<file path="config.mk">
export PLATFORM = sky130hd
export DESIGN_NAME = pdp8_dma_arb_flat
export DESIGN_NICKNAME = d
export VERILOG_FILES = /design/src/rtl/pdp8_dma_arb_if.sv /design/src/rtl/pdp8_dma_arb.sv /design/src/flat_wrapper.sv
export SDC_FILE = /design/constraint.sdc
export NUM_CORES = 1
export LEC_CHECK = 0
export BUFFER_PORTS_ARGS = -buffer_cell sky130_fd_sc_hd__buf_2
export CORE_ASPECT_RATIO = 0.7
export CORE_MARGIN = 2
export CORE_UTILIZATION = 43
export CTS_CLUSTER_DIAMETER = 80
export DETAILED_ROUTE_END_ITERATION = 8
export GPL_TIMING_DRIVEN = 0
export PLACE_DENSITY = 0.76
export SYNTH_ARGS = -nofsm -noshare
export SYNTH_HDL_FRONTEND = slang
export SYNTH_SLANG_ARGS = --single-unit
</file>
<file path="constraint.sdc">
create_clock -name clk -period 1.95 [get_ports clk]
set_clock_uncertainty 0.1 [all_clocks]
set_input_delay 0.0975 -clock clk [delete_from_list [all_inputs] [get_ports clk]]
set_output_delay 0.0975 -clock clk [all_outputs]
set_load 0.05 [all_outputs]
</file>
<file path="src/rtl/pdp8_dma_arb_if.sv">
`default_nettype none
// ============================================================================
// Module      : pdp8_dma_arb_if
// Description : Request, completion and memory-port bundle for pdp8_dma_arb.
// Revision    : 1.0 - initial release
// ============================================================================
interface pdp8_dma_arb_if;
    logic        req0_read;
    logic        req0_write;
    logic [14:0] req0_ma;
    logic [11:0] req0_out;
    logic        done0;
    logic [11:0] in0;

    logic        req1_read;
    logic        req1_write;
    logic [14:0] req1_ma;
    logic [11:0] req1_out;
    logic        done1;
    logic [11:0] in1;

    logic        ram_read_req;
    logic        ram_write_req;
    logic [14:0] ram_ma;
    logic [11:0] ram_out;
    logic        ram_done;
    logic [11:0] ram_in;

    logic [1:0]  grant;
    logic        timeout;

    // Requesters plus memory controller: everything around the arbiter.
    modport master (
        output req0_read, req0_write, req0_ma, req0_out,
        output req1_read, req1_write, req1_ma, req1_out,
        output ram_done, ram_in,
        input  done0, in0, done1, in1,
        input  ram_read_req, ram_write_req, ram_ma, ram_out,
        input  grant, timeout
    );

    modport slave (
        input  req0_read, req0_write, req0_ma, req0_out,
        input  req1_read, req1_write, req1_ma, req1_out,
        input  ram_done, ram_in,
        output done0, in0, done1, in1,
        output ram_read_req, ram_write_req, ram_ma, ram_out,
        output grant, timeout
    );
endinterface
`default_nettype wire

</file>
<file path="src/rtl/pdp8_dma_arb.sv">
`default_nettype none
// ============================================================================
// Module      : pdp8_dma_arb
// Description : Two-channel arbiter for the pdp8_io DMA memory port, with
//               round-robin or fixed priority and a memory-done watchdog.
// Revision    : 1.0 - initial release
// ============================================================================
module pdp8_dma_arb #(
    parameter int RR      = 1,
    parameter int TIMEOUT = 255
) (
    input  wire            clk,
    input  wire            reset,
    pdp8_dma_arb_if.slave  bus
);

    localparam logic [1:0] c_st_idle    = 2'd0;
    localparam logic [1:0] c_st_busy    = 2'd1;
    localparam logic [1:0] c_st_release = 2'd2;
    localparam logic [7:0] c_timeout    = 8'(TIMEOUT);

    typedef enum logic [1:0] {
        ST_IDLE    = c_st_idle,
        ST_BUSY    = c_st_busy,
        ST_RELEASE = c_st_release
    } state_t;

    state_t      r_state,         w_state_next;
    logic        r_last,          w_last;        // 1 = channel 1 was granted last
    logic [7:0]  r_cnt,           w_cnt;
    logic        r_is_write,      w_is_write;
    logic        r_ram_read_req,  w_ram_read_req;
    logic        r_ram_write_req, w_ram_write_req;
    logic [14:0] r_ram_ma,        w_ram_ma;
    logic [11:0] r_ram_out,       w_ram_out;
    logic [1:0]  r_grant,         w_grant;
    logic        r_done0,         w_done0;
    logic        r_done1,         w_done1;
    logic [11:0] r_in0,           w_in0;
    logic [11:0] r_in1,           w_in1;
    logic        r_timeout,       w_timeout;

    logic        w_req0;
    logic        w_req1;
    logic        w_pick1;
    logic        w_win_write;
    logic [11:0] w_rdata;

    assign w_req0 = bus.req0_read | bus.req0_write;
    assign w_req1 = bus.req1_read | bus.req1_write;

    // On a tie, round-robin hands the port to whichever channel did not have it last.
    assign w_pick1 = (RR != 0) ? (w_req1 & (~w_req0 | ~r_last))
                               : (w_req1 & ~w_req0);
    assign w_win_write = w_pick1 ? bus.req1_write : bus.req0_write;
    assign w_rdata     = bus.ram_done ? bus.ram_in : 12'o0000;

    always_ff @(posedge clk or posedge reset) begin
        if (reset) begin
            r_state         <= ST_IDLE;
            r_last          <= 1'b1;
            r_cnt           <= 8'd0;
            r_is_write      <= 1'b0;
            r_ram_read_req  <= 1'b0;
            r_ram_write_req <= 1'b0;
            r_ram_ma        <= 15'd0;
            r_ram_out       <= 12'd0;
            r_grant         <= 2'b00;
            r_done0         <= 1'b0;
            r_done1         <= 1'b0;
            r_in0           <= 12'd0;
            r_in1           <= 12'd0;
            r_timeout       <= 1'b0;
        end else begin
            r_state         <= w_state_next;
            r_last          <= w_last;
            r_cnt           <= w_cnt;
            r_is_write      <= w_is_write;
            r_ram_read_req  <= w_ram_read_req;
            r_ram_write_req <= w_ram_write_req;
            r_ram_ma        <= w_ram_ma;
            r_ram_out       <= w_ram_out;
            r_grant         <= w_grant;
            r_done0         <= w_done0;
            r_done1         <= w_done1;
            r_in0           <= w_in0;
            r_in1           <= w_in1;
            r_timeout       <= w_timeout;
        end
    end

    always_comb begin
        w_state_next    = r_state;
        w_last          = r_last;
        w_cnt           = r_cnt;
        w_is_write      = r_is_write;
        w_ram_read_req  = r_ram_read_req;
        w_ram_write_req = r_ram_write_req;
        w_ram_ma        = r_ram_ma;
        w_ram_out       = r_ram_out;
        w_grant         = r_grant;
        w_done0         = 1'b0;
        w_done1         = 1'b0;
        w_in0           = r_in0;
        w_in1           = r_in1;
        w_timeout       = r_timeout;

        case (r_state)
            ST_IDLE: begin
                if (w_req0 | w_req1) begin
                    w_state_next    = ST_BUSY;
                    w_last          = w_pick1;
                    w_cnt           = 8'd0;
                    w_is_write      = w_win_write;
                    w_ram_write_req = w_win_write;
                    w_ram_read_req  = ~w_win_write;
                    w_ram_ma        = w_pick1 ? bus.req1_ma  : bus.req0_ma;
                    w_ram_out       = w_pick1 ? bus.req1_out : bus.req0_out;
                    w_grant         = w_pick1 ? 2'b10 : 2'b01;
                end
            end
            ST_BUSY: begin
                // A done arriving on the last allowed cycle still counts as a normal completion.
                if (bus.ram_done || (r_cnt == c_timeout)) begin
                    w_state_next    = ST_RELEASE;
                    w_ram_read_req  = 1'b0;
                    w_ram_write_req = 1'b0;
                    w_grant         = 2'b00;
                    w_done0         = r_grant[0];
                    w_done1         = r_grant[1];
                    if (!r_is_write) begin
                        if (r_grant[1]) w_in1 = w_rdata;
                        else            w_in0 = w_rdata;
                    end
                    if (!bus.ram_done) w_timeout = 1'b1;
                end else begin
                    w_cnt = r_cnt + 8'd1;
                end
            end
            ST_RELEASE: begin
                w_state_next = ST_IDLE;
            end
            default: begin
                w_state_next = ST_IDLE;
            end
        endcase
    end

    assign bus.ram_read_req  = r_ram_read_req;
    assign bus.ram_write_req = r_ram_write_req;
    assign bus.ram_ma        = r_ram_ma;
    assign bus.ram_out       = r_ram_out;
    assign bus.grant         = r_grant;
    assign bus.done0         = r_done0;
    assign bus.done1         = r_done1;
    assign bus.in0           = r_in0;
    assign bus.in1           = r_in1;
    assign bus.timeout       = r_timeout;

endmodule
`default_nettype wire
</file>
<file path="src/flat_wrapper.sv">
// flat-port wrapper written by rule: the top's interface ports become plain ports
module pdp8_dma_arb_flat 
#(
    parameter int RR      = 1,
    parameter int TIMEOUT = 255
)
  (clk, reset, bus_req0_read, bus_req0_write, bus_req0_ma, bus_req0_out, bus_req1_read, bus_req1_write, bus_req1_ma, bus_req1_out, bus_ram_done, bus_ram_in, bus_done0, bus_in0, bus_done1, bus_in1, bus_ram_read_req, bus_ram_write_req, bus_ram_ma, bus_ram_out, bus_grant, bus_timeout);
  pdp8_dma_arb_if bus_i ();
  input  wire clk;
  input  wire reset;
  input wire logic [$bits(bus_i.req0_read)-1:0] bus_req0_read;
  input wire logic [$bits(bus_i.req0_write)-1:0] bus_req0_write;
  input wire logic [$bits(bus_i.req0_ma)-1:0] bus_req0_ma;
  input wire logic [$bits(bus_i.req0_out)-1:0] bus_req0_out;
  input wire logic [$bits(bus_i.req1_read)-1:0] bus_req1_read;
  input wire logic [$bits(bus_i.req1_write)-1:0] bus_req1_write;
  input wire logic [$bits(bus_i.req1_ma)-1:0] bus_req1_ma;
  input wire logic [$bits(bus_i.req1_out)-1:0] bus_req1_out;
  input wire logic [$bits(bus_i.ram_done)-1:0] bus_ram_done;
  input wire logic [$bits(bus_i.ram_in)-1:0] bus_ram_in;
  output wire logic [$bits(bus_i.done0)-1:0] bus_done0;
  output wire logic [$bits(bus_i.in0)-1:0] bus_in0;
  output wire logic [$bits(bus_i.done1)-1:0] bus_done1;
  output wire logic [$bits(bus_i.in1)-1:0] bus_in1;
  output wire logic [$bits(bus_i.ram_read_req)-1:0] bus_ram_read_req;
  output wire logic [$bits(bus_i.ram_write_req)-1:0] bus_ram_write_req;
  output wire logic [$bits(bus_i.ram_ma)-1:0] bus_ram_ma;
  output wire logic [$bits(bus_i.ram_out)-1:0] bus_ram_out;
  output wire logic [$bits(bus_i.grant)-1:0] bus_grant;
  output wire logic [$bits(bus_i.timeout)-1:0] bus_timeout;
  assign bus_i.req0_read = bus_req0_read;
  assign bus_i.req0_write = bus_req0_write;
  assign bus_i.req0_ma = bus_req0_ma;
  assign bus_i.req0_out = bus_req0_out;
  assign bus_i.req1_read = bus_req1_read;
  assign bus_i.req1_write = bus_req1_write;
  assign bus_i.req1_ma = bus_req1_ma;
  assign bus_i.req1_out = bus_req1_out;
  assign bus_i.ram_done = bus_ram_done;
  assign bus_i.ram_in = bus_ram_in;
  assign bus_done0 = bus_i.done0;
  assign bus_in0 = bus_i.in0;
  assign bus_done1 = bus_i.done1;
  assign bus_in1 = bus_i.in1;
  assign bus_ram_read_req = bus_i.ram_read_req;
  assign bus_ram_write_req = bus_i.ram_write_req;
  assign bus_ram_ma = bus_i.ram_ma;
  assign bus_ram_out = bus_i.ram_out;
  assign bus_grant = bus_i.grant;
  assign bus_timeout = bus_i.timeout;
  pdp8_dma_arb #(.RR(RR), .TIMEOUT(TIMEOUT)) u_core (.clk(clk), .reset(reset), .bus(bus_i));
endmodule
</file>
# Yosys cells after proc, flatten, opt, wreduce, memory -nomap -nowiden
# Index checks and enable logic that the tools add are counted.
# totals
ff_bits,70
latchBits,0
ram_bits,0
romBits,0
inputBits,73
wordCells,64
mem_count,0
# classes
addsub,1
mul,0
n_div,0
n_lt_le_gt_ge,0
eq_ne,5
shift,0
n_mux,23
bitwise_logic,11
reduce_logical,10
# ops
op,count
12-bit 2-to-1 mux,2
8-bit 2-to-1 mux,2
8-bit one-hot mux with 2 select lines,1
15-bit 2-to-1 mux,1
2-bit 2-to-1 mux,5
3-bit AND reduction,3
8-bit by 1-bit adder with 8-bit output (second input constant),1
8-bit == test (second input constant),1
1-bit 2-to-1 mux,8
2-bit one-hot mux with 2 select lines,2
4-bit AND reduction,2
1-bit inverter,6
2-bit by 1-bit inequality test with 1-bit output (second input constant),2
1-bit OR,4
1-bit one-hot mux with 2 select lines,2
2-bit AND reduction,2
2-bit by 1-bit == test with 1-bit output (second input constant),1
2-bit zero test,1
2-bit inequality test (second input constant),1
2-bit nonzero test,1
1-bit bitwise AND,1
1-bit logical OR,1

# Logic depth before layout (Yosys ltp)
# logic_depth
ltp_word,8
mapped_depth,6

# Worst setup path after synthesis
# No wires, ideal clock.
# synth_timing
path_kind,reg2reg
startpoint,register u_core.r_cnt[0]
endpoint,register u_core.r_cnt[7]
setup_ns,0.124
arrival_ns,1.676
required_time_ns,1.726
path_slack_ns,0.050
path_stages_with_launch,6
path_buffers,0
period_less_slack_ns,1.900
cell_sequence,dfrtp_1 -> ha_1 -> and3_1 -> a211o_1 -> and2_4 -> a211o_1
# synth_between
elab_chain_len,4
word_cells_on_any_way,7
# synth_rtl
item,line,source
start: declaration,pdp8_dma_arb.sv:30,"logic [7:0] r_cnt, w_cnt;"
start signal: assignment,pdp8_dma_arb.sv:77,r_cnt <= w_cnt;
"parallel branches: the longest is 4 deep, another holds 8-bit by 1-bit adder with 8-bit output",--,
# Several ways; the timed one is not identified. The select of a mux whose other input is x is not followed.
# A chain may end at the register's enable or synchronous reset.

# Worst setup path after layout
# layout_timing
startpoint,register u_core.r_cnt[1]
endpoint,register u_core.r_cnt[7]
# Same word-level chain as after synthesis.

==> metrics.yaml <==
status: "complete, no violations"
synth_edf_count: 0
fillers: 508
slew_headroom: 0.565
placementRows: 25
async_flop_share: 1.00
core_um2: 6760
firstDrtPassIters: 4
layout_min_cycle_time_ns: 1.88
antenna_found_initial: 0
cts-root-buf: "clkbuf_8"
dp_hpwl_um: 5520
ys.flop_type: "dfrtp_1"
slowest_stage: "dfrtp_2"
drc: 0
num_vias: 2917
power_w: 0.00800
grt_setup_unrepaired: "false"
grt_pass1_wl_um: 14600
fmax_mhz: 531
critPathMaxFanout: 7
worstPathCellList: "ha_2 > and3_4 > a211o_4 > and2_4 > a211o_1"
finalNonFillerCells: 574
drtIter0Drc: 171
seq_area_um2: 1760
h-tree-depth: 3
power_density_nw_per_um2: 1710
synth_nets: 338
setup.worst_path.end_class: "flop"
cpPeakStageDelay_ns: 0.42
cp.required_ns: 2.08
ir_worst_vdd_uv: 1040
grt_max_degree: 42
syn-instance-count: 264
die_w_um: 104
wl_per_cell_um: 15.7
die_y_um: 74.1
drv_slew: 0
ys_types: 44
tns_ns: 0
synth_seq_cells: 70
maxCapViolations: 0
io_pins: 131
yosys.area.top_type: "dfrtp_1"
multi_input_area_um2: 1180
cts_buffer_depth: 2
areaGrowthSynthToFinish_pct: 55.3
start_util: 0.446
clkSinkCount: 70
fin_nets: 549
worst_pin_slew_ns: 0.651
hold_class: "in -> reg"
syn_avg_cell_area_um2: 11.4
cts_tree: "built"
yosysTopAreaCellShare: 0.573
first_global_vias: 2991
clk_latency_ns: 0.34
setup_violations: 0
routed_via_density: 5.08
ant_nets: 0
grt_usage: 0.245
final_common_cell: "buf_2"
cp.arrival_ns: 2.01
startpoint_type: "flop"
place_ws_ns: -0.140
placedCellCount: 489
clk_pin_slew_worst_paths_ns: 0.07
yosysWarningCount: 0
die_area_um2: 7710
final_cell_mix: "buf_2 (138), dfrtp_1 (67), dlygate4sd3_1 (66)"
placement.io_buffers: 130
min_period_over_period: 0.965
syn_area_um2: 3020
drive_gt1_frac: 0.365
cts_buffers: 9
synth.area.top_cells: "dfrtp_1 (57%), mux2i_1 (9.0%), a22o_1 (6.4%), o21ai_0 (5.3%), nand2_1 (5.0%)"
place_congestion: 0.789
hold_viol_final: 0
finalWirelength_um: 8990
ys_seq_area_frac: 0.581
p_leak_nw: 2.41
worst-setup-path-type: "reg -> reg"
fin_util: 0.693
insertedDiodeCount: 0
grt-ovfl-total: 0
fin_ws_ns: 0.0683
## cell usage after synthesis, types with 2 or more instances
| library cell | n |
|---|---|
| a31oi_1 | 2 |
| buf_2 | 9 |
| inv_1 | 5 |
| clkbuf_1 | 3 |
| nand2b_1 | 2 |
| nor2b_1 | 2 |
| a41oi_1 | 2 |
| mux2i_1 | 27 |
| nor3_1 | 2 |
| dfrtp_1 | 69 |
| nand2_1 | 40 |
| a211o_1 | 2 |
| o22ai_1 | 2 |
| nand3_1 | 6 |
| a22o_1 | 22 |
| buf_4 | 2 |
| and3_1 | 6 |
| o21ai_0 | 32 |
| a21oi_1 | 4 |
## metrics by stage
stage,hold slack (ns),instance area [µm²]
after floorplan,0.0943,3020
after global placement,0.241,3790
after detailed placement,0.128,3810
after CTS,0.00700,4660
after global routing,0.0126,4680
final,0.0148,4680
## critical path: cells and delay by family (launching register included)
| kind | cells | cell delay, ns |
|---|---|---|
| flip-flops | 1 | 0.42 |
| AO/OA/AOI/OAI | 2 | 0.65 |
| adder cells (fa/ha/maj) | 1 | 0.21 |
| AND/OR/NAND/NOR | 2 | 0.38 |
## state kept, by name, indices dropped and copies added (netlist names)
signal / cells
u_core.r_last: 1
u_core.bus.done0: 1
u_core.bus.timeout: 1
u_core.bus.ram_read_req: 1
u_core.bus.ram_ma: 15
u_core.bus.in1: 12
u_core.r_state: 2
u_core.bus.in0: 12
u_core.bus.grant: 2
u_core.bus.ram_out: 12
u_core.r_cnt: 8
u_core.bus.done1: 1
u_core.bus.ram_write_req: 1
u_core.r_is_write: 1
## worst paths after layout
check	start	to	slack (ns)	depth (start not counted)
min reg2reg	u_core.bus.ram_out[0]$_DFFE_PP0P_	u_core.bus.ram_out[0]$_DFFE_PP0P_	0.38	2
max in group asynchronous	reset	u_core.r_last$_DFFE_PP1P_	0.80	4
max	u_core.r_cnt[1]$_DFFE_PP0P_	u_core.r_cnt[7]$_DFFE_PP0P_	0.07	5
min	bus_req1_out[11]	u_core.bus.ram_out[11]$_DFFE_PP0P_	0.01	3
min in group asynchronous	reset	u_core.bus.ram_ma[14]$_DFFE_PP0P_	0.29	3
max reg2reg	u_core.r_cnt[1]$_DFFE_PP0P_	u_core.r_cnt[7]$_DFFE_PP0P_	0.07	5
## report_power, final
part	internal [W]	total, W	switching (W)
Combinational	0.00126	0.00449	0.00323
Clock	0.000457	0.00101	0.000550
Sequential	0.00211	0.00250	0.000393
## layout make-up
cell class | instances | share of cell area
well taps | 94 | 0.0251
clock buffers | 10 | 0.0273
flip-flops and latches | 70 | 0.375
repair buffers | 200 | 0.289
clock inverters | 6 | 0.00828
plain buffers | 15 | 0.0182
inverters | 6 | 0.00561
multi-input cells | 173 | 0.252
## logic make-up after synthesis
kind of cell	after synthesis	synth area share
adder cells (fa/ha/maj)	1	0.00415
flip-flops	70	0.581
AO/OA/AOI/OAI	78	0.182
AND/OR/NAND/NOR	67	0.108
multiplexers	27	0.0896
buffers and inverters	21	0.0349
## timing repair
| action | CTS | global route |
|---|---|---|
| hold buffers | 66 | 0 |
| hold endpoints to repair | 80 | 0 |
| gates resized for setup | 4 | 4 |
| cloned | 0 | 0 |
| pin swaps | 1 | 0 |
| setup buffers | 1 | 2 |
| endpoints found under the setup margin | 14 | 22 |
## layer usage
| metal | vias up | GRT usage | share of wire | routed length, µm |
|---|---|---|---|---|
| li1 | 1377 | - | - | - |
| met1 | 1398 | 0.299 | 0.44 | 3920 |
| met2 | 130 | 0.417 | 0.48 | 4350 |
| met3 | 12 | 0.0894 | 0.070 | 627 |
| met4 | 0 | 0.0751 | 0.010 | 94 |
| met5 | - | 0 | 0 | 0 |
Note: power is estimated with default switching activity, not from simulation.
